===== src/rtl/sal_rd_ctrl_if.sv =====
// SAL read-return bus: scheduler grant/credit, DFI read data and AXI R channel.
// ovf_err_o exists only when SAL_RD_OVF_CHECK_EN is defined.
interface sal_rd_ctrl_if #(parameter int ID_WIDTH = 4);
  logic                rd_gnt_i;
  logic [ID_WIDTH-1:0] rd_id_i;
  logic                rd_credit_o;
  logic [3:0]          dfi_rden_lat_i;
  logic                dfi_rddata_en_o;
  logic [127:0]        dfi_rddata_i;
  logic                dfi_rddata_valid_i;
  logic [ID_WIDTH-1:0] rid_o;
  logic [127:0]        rdata_o;
  logic [1:0]          rresp_o;
  logic                rlast_o;
  logic                rvalid_o;
  logic                rready_i;
`ifdef SAL_RD_OVF_CHECK_EN
  logic                ovf_err_o;
`endif

  modport slave (
    input  rd_gnt_i, rd_id_i, dfi_rden_lat_i, dfi_rddata_i, dfi_rddata_valid_i, rready_i,
    output rd_credit_o, dfi_rddata_en_o, rid_o, rdata_o, rresp_o, rlast_o, rvalid_o
`ifdef SAL_RD_OVF_CHECK_EN
    , ovf_err_o
`endif
  );

  modport master (
    output rd_gnt_i, rd_id_i, dfi_rden_lat_i, dfi_rddata_i, dfi_rddata_valid_i, rready_i,
    input  rd_credit_o, dfi_rddata_en_o, rid_o, rdata_o, rresp_o, rlast_o, rvalid_o
`ifdef SAL_RD_OVF_CHECK_EN
    , ovf_err_o
`endif
  );
endinterface


===== src/rtl/sal_rd_ctrl.sv =====
// SAL DDR read-data return path: rddata_en timing, credit-guarded read FIFO, 2-beat AXI R replay.
// Optional overflow/underflow checking with SLVERR tagging when SAL_RD_OVF_CHECK_EN is defined.
module sal_rd_fifo #(
  parameter int W  = 8,
  parameter int AW = 3
) (
  input  logic          clk,
  input  logic          rst,
  input  logic          push,
  input  logic [W-1:0]  wdata,
  input  logic          pop,
  output logic [W-1:0]  head,
  output logic [AW:0]   count
);
  logic [W-1:0] mem [2**AW];
  logic [AW:0]  wptr, rptr;
  logic         full, empty, do_push, do_pop;

  assign count   = wptr - rptr;
  assign full    = (count == (AW+1)'(1 << AW));
  assign empty   = (count == '0);
  assign do_pop  = pop & ~empty;
  // A push into a full FIFO is only taken when the same cycle frees a slot.
  assign do_push = push & (~full | do_pop);
  assign head    = mem[rptr[AW-1:0]];

  always_ff @(posedge clk) begin
    if (rst) begin
      wptr <= '0;
      rptr <= '0;
    end else begin
      if (do_push) wptr <= wptr + 1'b1;
      if (do_pop)  rptr <= rptr + 1'b1;
    end
  end

  always_ff @(posedge clk) begin
    if (do_push) mem[wptr[AW-1:0]] <= wdata;
  end
endmodule

module sal_rd_ctrl #(
  parameter int DEPTH_LG2 = 3,
  parameter int ID_WIDTH  = 4
) (
  input logic          clk,
  input logic          rst,
  sal_rd_ctrl_if.slave bus
);
  localparam int DEPTH = 1 << DEPTH_LG2;
  localparam int CW    = DEPTH_LG2 + 1;

  logic [15:0]          vld_pipe;
  logic [CW-1:0]        inflight, occ;
  logic [DEPTH_LG2-1:0] id_cnt;
  logic [127:0]         d_head;
  logic [ID_WIDTH-1:0]  id_head;
  logic                 d_empty, d_full, id_empty, id_full;
  logic                 beat, r_pop, last_pop, id_push, dec;
  logic [CW+1:0]        free;

  // Each grant seeds two adjacent enable bits; the latency just picks the tap.
  always_ff @(posedge clk) begin
    if (rst) vld_pipe <= '0;
    else     vld_pipe <= {vld_pipe[14:0], 1'b0} | (bus.rd_gnt_i ? 16'h3 : 16'h0);
  end
  assign bus.dfi_rddata_en_o = vld_pipe[bus.dfi_rden_lat_i];

  assign d_empty  = (occ == '0);
  assign d_full   = (occ == CW'(DEPTH));
  assign id_empty = (id_cnt == '0);
  assign id_full  = (id_cnt == DEPTH_LG2'(DEPTH / 2));
  assign r_pop    = ~d_empty & bus.rready_i;
  assign last_pop = r_pop & beat;
  assign id_push  = bus.rd_gnt_i & ~id_full;

  sal_rd_fifo #(.W(128), .AW(DEPTH_LG2)) u_data_fifo (
    .clk   (clk),
    .rst   (rst),
    .push  (bus.dfi_rddata_valid_i),
    .wdata (bus.dfi_rddata_i),
    .pop   (r_pop),
    .head  (d_head),
    .count (occ)
  );

  sal_rd_fifo #(.W(ID_WIDTH), .AW(DEPTH_LG2-1)) u_id_fifo (
    .clk   (clk),
    .rst   (rst),
    .push  (id_push),
    .wdata (bus.rd_id_i),
    .pop   (last_pop),
    .head  (id_head),
    .count (id_cnt)
  );

  always_ff @(posedge clk) begin
    if (rst)        beat <= 1'b0;
    else if (r_pop) beat <= ~beat;
  end

  // A beat with nothing in flight is spurious and must not wrap the counter.
  assign dec = bus.dfi_rddata_valid_i & (inflight != '0);

  always_ff @(posedge clk) begin
    if (rst) inflight <= '0;
    else     inflight <= inflight + (bus.rd_gnt_i ? CW'(2) : CW'(0)) - (dec ? CW'(1) : CW'(0));
  end

  // Signed headroom so an illegal over-grant reads as no credit, not a wrap.
  always_comb begin
    free            = (CW+2)'(DEPTH) - (CW+2)'(occ) - (CW+2)'(inflight);
    bus.rd_credit_o = ~free[CW+1] & (free[CW:0] >= (CW+1)'(2));
  end

  assign bus.rvalid_o = ~d_empty;
  assign bus.rdata_o  = d_empty  ? '0 : d_head;
  assign bus.rid_o    = id_empty ? '0 : id_head;
  assign bus.rlast_o  = ~d_empty & beat;

`ifdef SAL_RD_OVF_CHECK_EN
  logic ovf;

  always_ff @(posedge clk) begin
    if (rst)
      ovf <= 1'b0;
    else if (bus.dfi_rddata_valid_i & ((d_full & ~r_pop) | (inflight == '0)))
      ovf <= 1'b1;
  end

  assign bus.ovf_err_o = ovf;
  assign bus.rresp_o   = (~d_empty & ovf) ? 2'b10 : 2'b00;
`else
  assign bus.rresp_o   = 2'b00;
`endif
endmodule


===== src/flat_wrapper.sv =====
// flat-port wrapper written by rule: the top's interface ports become plain ports
module sal_rd_ctrl_flat 
#(
  parameter int DEPTH_LG2 = 3,
  parameter int ID_WIDTH  = 4
)
  (clk, rst, bus_rd_gnt_i, bus_rd_id_i, bus_dfi_rden_lat_i, bus_dfi_rddata_i, bus_dfi_rddata_valid_i, bus_rready_i, bus_rd_credit_o, bus_dfi_rddata_en_o, bus_rid_o, bus_rdata_o, bus_rresp_o, bus_rlast_o, bus_rvalid_o);
  sal_rd_ctrl_if #(.ID_WIDTH(ID_WIDTH)) bus_i ();
  input logic clk;
  input logic rst;
  input wire logic [$bits(bus_i.rd_gnt_i)-1:0] bus_rd_gnt_i;
  input wire logic [$bits(bus_i.rd_id_i)-1:0] bus_rd_id_i;
  input wire logic [$bits(bus_i.dfi_rden_lat_i)-1:0] bus_dfi_rden_lat_i;
  input wire logic [$bits(bus_i.dfi_rddata_i)-1:0] bus_dfi_rddata_i;
  input wire logic [$bits(bus_i.dfi_rddata_valid_i)-1:0] bus_dfi_rddata_valid_i;
  input wire logic [$bits(bus_i.rready_i)-1:0] bus_rready_i;
  output wire logic [$bits(bus_i.rd_credit_o)-1:0] bus_rd_credit_o;
  output wire logic [$bits(bus_i.dfi_rddata_en_o)-1:0] bus_dfi_rddata_en_o;
  output wire logic [$bits(bus_i.rid_o)-1:0] bus_rid_o;
  output wire logic [$bits(bus_i.rdata_o)-1:0] bus_rdata_o;
  output wire logic [$bits(bus_i.rresp_o)-1:0] bus_rresp_o;
  output wire logic [$bits(bus_i.rlast_o)-1:0] bus_rlast_o;
  output wire logic [$bits(bus_i.rvalid_o)-1:0] bus_rvalid_o;
  assign bus_i.rd_gnt_i = bus_rd_gnt_i;
  assign bus_i.rd_id_i = bus_rd_id_i;
  assign bus_i.dfi_rden_lat_i = bus_dfi_rden_lat_i;
  assign bus_i.dfi_rddata_i = bus_dfi_rddata_i;
  assign bus_i.dfi_rddata_valid_i = bus_dfi_rddata_valid_i;
  assign bus_i.rready_i = bus_rready_i;
  assign bus_rd_credit_o = bus_i.rd_credit_o;
  assign bus_dfi_rddata_en_o = bus_i.dfi_rddata_en_o;
  assign bus_rid_o = bus_i.rid_o;
  assign bus_rdata_o = bus_i.rdata_o;
  assign bus_rresp_o = bus_i.rresp_o;
  assign bus_rlast_o = bus_i.rlast_o;
  assign bus_rvalid_o = bus_i.rvalid_o;
  sal_rd_ctrl #(.DEPTH_LG2(DEPTH_LG2), .ID_WIDTH(ID_WIDTH)) u_core (.clk(clk), .rst(rst), .bus(bus_i));
endmodule

===== config.mk =====
export PLATFORM = sky130hd
export DESIGN_NAME = sal_rd_ctrl_flat
export DESIGN_NICKNAME = d
export VERILOG_FILES = /design/src/rtl/sal_rd_ctrl_if.sv /design/src/rtl/sal_rd_ctrl.sv /design/src/flat_wrapper.sv
export SDC_FILE = /design/constraint.sdc
export NUM_CORES = 1
export LEC_CHECK = 0
export BUFFER_PORTS_ARGS = -buffer_cell sky130_fd_sc_hd__buf_2
export CORE_ASPECT_RATIO = 0.8
export CORE_MARGIN = 2
export CORE_UTILIZATION = 60
export DETAILED_ROUTE_END_ITERATION = 16
export GPL_ROUTABILITY_DRIVEN = 0
export PLACE_DENSITY_LB_ADDON = 0.3
export REMOVE_ABC_BUFFERS = 1
export SYNTH_ARGS = -nofsm -noshare
export SYNTH_HDL_FRONTEND = slang
export SYNTH_SLANG_ARGS = --single-unit

===== constraint.sdc =====
create_clock -name clk -period 16.9 [get_ports clk]
set_input_delay 1.69 -clock clk [delete_from_list [all_inputs] [get_ports clk]]
set_output_delay 1.69 -clock clk [all_outputs]
set_load 0.005 [all_outputs]

After elaboration in Yosys (flattened, before gate mapping)
Memory sizes are Yosys's and may differ from the RTL's. A register that Yosys moved wholly into a read port is not among the register bits.
Index checks and enable logic that the tools add are counted.
Operators by class
  muxes and demuxes: 15
  magnitude comparators: 2
  equal/unequal tests: 2
  reductions and logical operators: 3
  bitwise gates (word level): 19
  add/subtract/negate cells: 10
Operators by type and width (count)
  128-bit two-way mux: 1
  16-bit bitwise OR: 1
  1-bit bitwise AND: 10
  4-bit by 1-bit adder with 4-bit output, second input constant: 2
  2-bit two-way mux: 4
  4-bit subtractor: 2
  3-bit by 1-bit adder with 3-bit output, second input constant: 2
  1-bit two-way mux: 6
  3-bit two-way mux: 2
  1-bit inverter: 6
  6-bit by 4-bit subtractor with 6-bit output: 1
  5-bit by 2-bit >= comparator with 1-bit output, second input constant: 1
  4-bit by 5-bit less-than comparator with 1-bit output, second input constant: 1
  4-bit by 4-bit subtractor with 5-bit output, first input constant: 1
  4-bit adder: 1
  1-bit binary-select mux with 4-bit select: 1
  4-bit equality test, second input constant: 1
  4-bit logical NOT: 1
  4-bit two-way mux: 1
  4-bit nonzero test: 1
  3-bit equality test, second input constant: 1
  3-bit logical NOT: 1
  3-bit subtractor: 1
  1-bit bitwise OR: 2
Storage, ports and cells
  memory bits (writable): 1040
  logic and storage cells: 60
  bits in registers: 35
  memories: 2
  output and inout port bits: 138
  input bits: 141
Memories
  u_core.u_data_fifo.mem: words 8, bits a word 128, read ports 1, clocked after memory_dff 1, wr ports 1, line sal_rd_ctrl.sv:15  | logic [W-1:0] mem [2**AW];
  u_core.u_id_fifo.mem: words 4, bits a word 4, read ports 1, clocked after memory_dff 1, wr ports 1, line sal_rd_ctrl.sv:15

Longest topological paths before layout
  depth after elaboration: 10
  depth in mapped cells: 12
  gate-level depth less buffers: 12

Cells and area by module
A second synthesis with hierarchy kept.
Second synthesis, totals
  cells, all modules: 1882
  area total of the unflattened synthesis: 42071.6 µm²
By module, submodules not included
  sal_rd_fifo at u_core.u_data_fifo: area an instance 39016.2 µm², sequential area each 30969.7 µm², cells each 1556, instances 1
  sal_rd_ctrl: area an instance 1958.1 µm², sequential area each 420.4 µm², cells each 252, instances 1
  sal_rd_fifo at u_core.u_id_fifo: area an instance 1097.3 µm², sequential area each 640.6 µm², cells each 74, instances 1

Worst setup path after synthesis
OpenSTA, ideal clock, no wires.
  path kind: input to register
  start point: input bus_rready_i
  end point: memory u_core.u_data_fifo.mem[4][0], enable pin
  path buffers: 0
  stages: 5
  required time: 16.102 ns
  setup slack: 4.654 ns
  data arrival time: 11.447 ns
  setup time: 0.798 ns
  cells stage by stage: inv_1 -> nand3_1 -> o31a_1 -> nand2_1 -> nor3b_1
On the way
  cells in the longest elaborated chain, start to end: 6
RTL lines
  from (decl): line flat_wrapper.sv:16  | input wire logic [$bits(bus_i.rready_i)-1:0] bus_rready_i;
  1-bit bitwise AND: line sal_rd_ctrl.sv:73  | assign r_pop = ~d_empty & bus.rready_i;
  1-bit bitwise AND: line sal_rd_ctrl.sv:22  | assign do_pop = pop & ~empty;
  1-bit bitwise OR: line sal_rd_ctrl.sv:24  | assign do_push = push & (~full | do_pop);
  1-bit bitwise AND: line sal_rd_ctrl.sv:24
  1-bit two-way mux: line sal_rd_ctrl.sv:38  | if (do_push) mem[wptr[AW-1:0]] <= wdata;
  1-bit two-way mux (implied by the code): line sal_rd_ctrl.sv:38
  to (decl): line sal_rd_ctrl.sv:15
Every way passes these cells.

==> run metrics <==
outcome completed; largest net degree at the start of global routing 77; clock tree buffer depth 3; top-area cell type share of the netlist area 75.4%; Final nets 2357; crit end category output port; first-pass iteration count of the detailed router 5; vias post-DR roughly 19k; Die Area 71100 sq um; core area 68500 sq um; Vias per Instance ~6.0; # rows between 80 and 90; global-route wire length before repair 124000 um; peak fanout along the critical path 52; Tcrit/Tclk final a little over a third; hold crit path type register to register; M1 GR Usage 31.9%; clk root buf clkbuf_16; maximum vdd drop 0.119 mV; synth unique cells 44; crit start category register; sequential fraction of the synthesis area between 70% and 80%; Synth area leaders edfxtp_1 (75%), mux4_2 (14%), mux2i_1 (3.2%); most common library cells after synthesis edfxtp_1 (1040), mux4_2 (265), nor2_1 (141); vias in the first global route between 20k and 25k; clock share of power 30.6%; CTS tree built; All-Layer GR Usage 23.5%; H-Tree Depth 3; CTS sink cnt between 1k and 1.5k; Post-synth ARST share 0%; Die W 298 um; RSZ-0062 raised after global routing no; reg2reg setup slack around 12000 ps; final setup vio count 0; HPWL after DPL 44300 um; met2 usage 39.1%; GRT overflow 0; worst skew pair latency 660 ps; Setup CP Type register to output port; top_reg_cell synth edfxtp_1; Hold Path Stages 1; Cell Int Power around 0.005 W; synthesized area 41400 sq um; sequential fraction of design power 43.9%; Pwr per Cell Area 152 nW/um^2; Net Sw Power 0.00202 W; Fillers 4205; sw frac between 20% and 30%; Slew @ Worst Pin 1170 ps; Gate Count Post-Synth ~1.9k; Vert. Die Dim 239 um; Data arrival, critical path 4230 ps; Layout area overhead 13.7%; relative slew slack 22.2%; Comb pwr share 25.6%; share of layout cells above drive strength 1 32.8%; FF+latch count, synth 1080; most common cell in the netlist edfxtp_1; clock skew roughly 20 ps; TNS Setup 0 ps; MaxCap Viol Count 0; GR Util met3 4.89%; worst hold start u_core.vld_pipe[11]$_SDFF_PP0_; DRT iter0 DRCs 1504; fin util between 60 and 70%; Lkg Pwr 15.2 nW; R2R Path Start u_core.u_data_fifo.wptr[0]$_SDFFE_PP0P_; worst-case hold path end point u_core.vld_pipe[12]$_SDFF_PP0_; DRC violations left 0; final wirelength roughly 83000 um; Final Max Slew Viols 0; CTS clock-pin slew for the worst setup and hold paths 60 ps; Setup Fix Bufs, Post-CTS 0; f_max 169 MHz; Port Buffers between 200 and 300; initial antenna violation count 12; layer carrying the most global-route usage met2; mean area per synthesized cell 22.2 sq um; Data required, critical path 15210 ps; fin crit period approximately 5900 ps; Initial Util 60.4%; Post-synth EDFFs 1040; Final Hold Viols 0; Routed Antenna Nets 0; CTS resizes 0; RR Endpoint u_core.u_data_fifo.mem[6][81]$_DFFE_PP_; Hold Buf Count CTS 0; clock buffer count from CTS 101; IO Pins roughly 280; Ys Warns 0; R2R depth 12; most area-hungry cell type in the Yosys netlist edfxtp_1; Routed wire per std cell between 20 and 30 um
==> registers in the layout (all words and copies together), names as in the netlist, named ones only <==
register / count
u_core.u_id_fifo.mem: 16
u_core.beat: 1
u_core.u_id_fifo.rptr: 3
u_core.inflight: 4
u_core.u_id_fifo.wptr: 3
u_core.u_data_fifo.mem: 1024
u_core.u_data_fifo.wptr: 4
u_core.u_data_fifo.rptr: 4
u_core.vld_pipe: 16
==> cells in the final DEF, fill, tap and decap left out, types with 4 or more instances in the layout <==
cell type,synthesis,final
bufinv_16,0,7
ha_1,21,21
nor3b_2,0,4
diode_2,0,4
inv_1,22,22
clkbuf_16,0,102
clkbuf_1,40,17
edfxtp_1,1040,1040
xnor2_1,5,5
mux2i_1,131,131
buf_4,12,37
nor2_1,141,140
a21oi_1,9,9
xor2_1,4,4
dfxtp_1,40,37
clkinv_2,0,21
clkinvlp_4,0,4
nand2_1,12,12
buf_2,29,276
clkbuf_8,0,5
nor2b_1,23,23
clkinv_1,0,19
nor3_2,1,4
clkinv_8,0,5
and2_1,5,5
o21ai_0,9,9
nand3_1,4,4
mux4_2,265,265
nand2b_1,6,6
==> cell families (layout without fill, tap and decap cells) <==
| family | Yosys count | count (layout) | synth area share [%] |
|---|---|---|---|
| muxes | 399 | 399 | 17.7 |
| adders and majority gates | 24 | 24 | 0.780 |
| AOI/OAI and AO/OA | 28 | 28 | 0.417 |
| buffers and inverters | 116 | 519 | 1.27 |
| other | 1 | 6 | 0.00906 |
| and+or+nand+nor | 212 | 212 | 2.31 |
| DFF | 1080 | 1080 | 77.4 |
| xor gates and xnor gates | 9 | 9 | 0.190 |
==> area by class of cell <==
cell class,instances,area [sq um],area share (%)
flip-flops and latches,1080,32000,68.0
multi-input cells,674,8900,18.9
clock buffers,124,2690,5.70
repair buffers,313,1660,3.52
well taps,924,1160,2.46
clock inverters,60,551,1.17
inverters,22,82.6,0.175
diodes,4,10.0,0.0213
==> worst max-delay path by stage <==
stage | end | slack [ps]
after floorplan | bus_rdata_o[0] | 3630
after global placement | bus_rdata_o[25] | 11550
after detailed placement | u_core.u_data_fifo.mem[6][73]$_DFFE_PP_ | 11500
after CTS | bus_rdata_o[37] | 10770
after global routing | bus_rdata_o[37] | 10520
final | bus_rdata_o[37] | 10980
==> worst max-delay path, stage by stage (launching register included) <==
cell     delay (ps)
dfxtp_4         650
buf_4           850
buf_4           940
mux4_2          620
mux2i_1         170
nor2_1           90
buf_2           180
==> power by group through the flow <==
stage	clock network [W]	registers [W]	logic (W)
detailed placement	0	0.00320	0.00186
finish	0.00219	0.00315	0.00183
CTS	0.00223	0.00315	0.00187
global placement	0	0.00319	0.00183
global route	0.00233	0.00316	0.00200
floorplan	0	0.00335	0.00135
==> metal layers <==
layer  vias up  part of all wire, %
met3       138                  6.4
met4        18                  2.3
met2       619                   51
met5         -                 0.14
li1       8337                    -
met1     10200                   40
==> through the flow <==
step / instances / total power (W) / instance area, sq um / worst slack, ps / hold slack [ps]
after global routing: 3199 / 0.00749 / 47100 / 10520 / 481
after global placement: 3013 / 0.00502 / 43800 / 11550 / 444
after detailed placement: 3013 / 0.00506 / 43800 / 11500 / 460
after floorplan: 1776 / 0.00469 / 41000 / 3630 / 430
after CTS: 3197 / 0.00725 / 47100 / 10770 / 464
final: 3201 / 0.00717 / 47100 / 10980 / 460
Note: power is estimated with default switching activity, not from simulation.
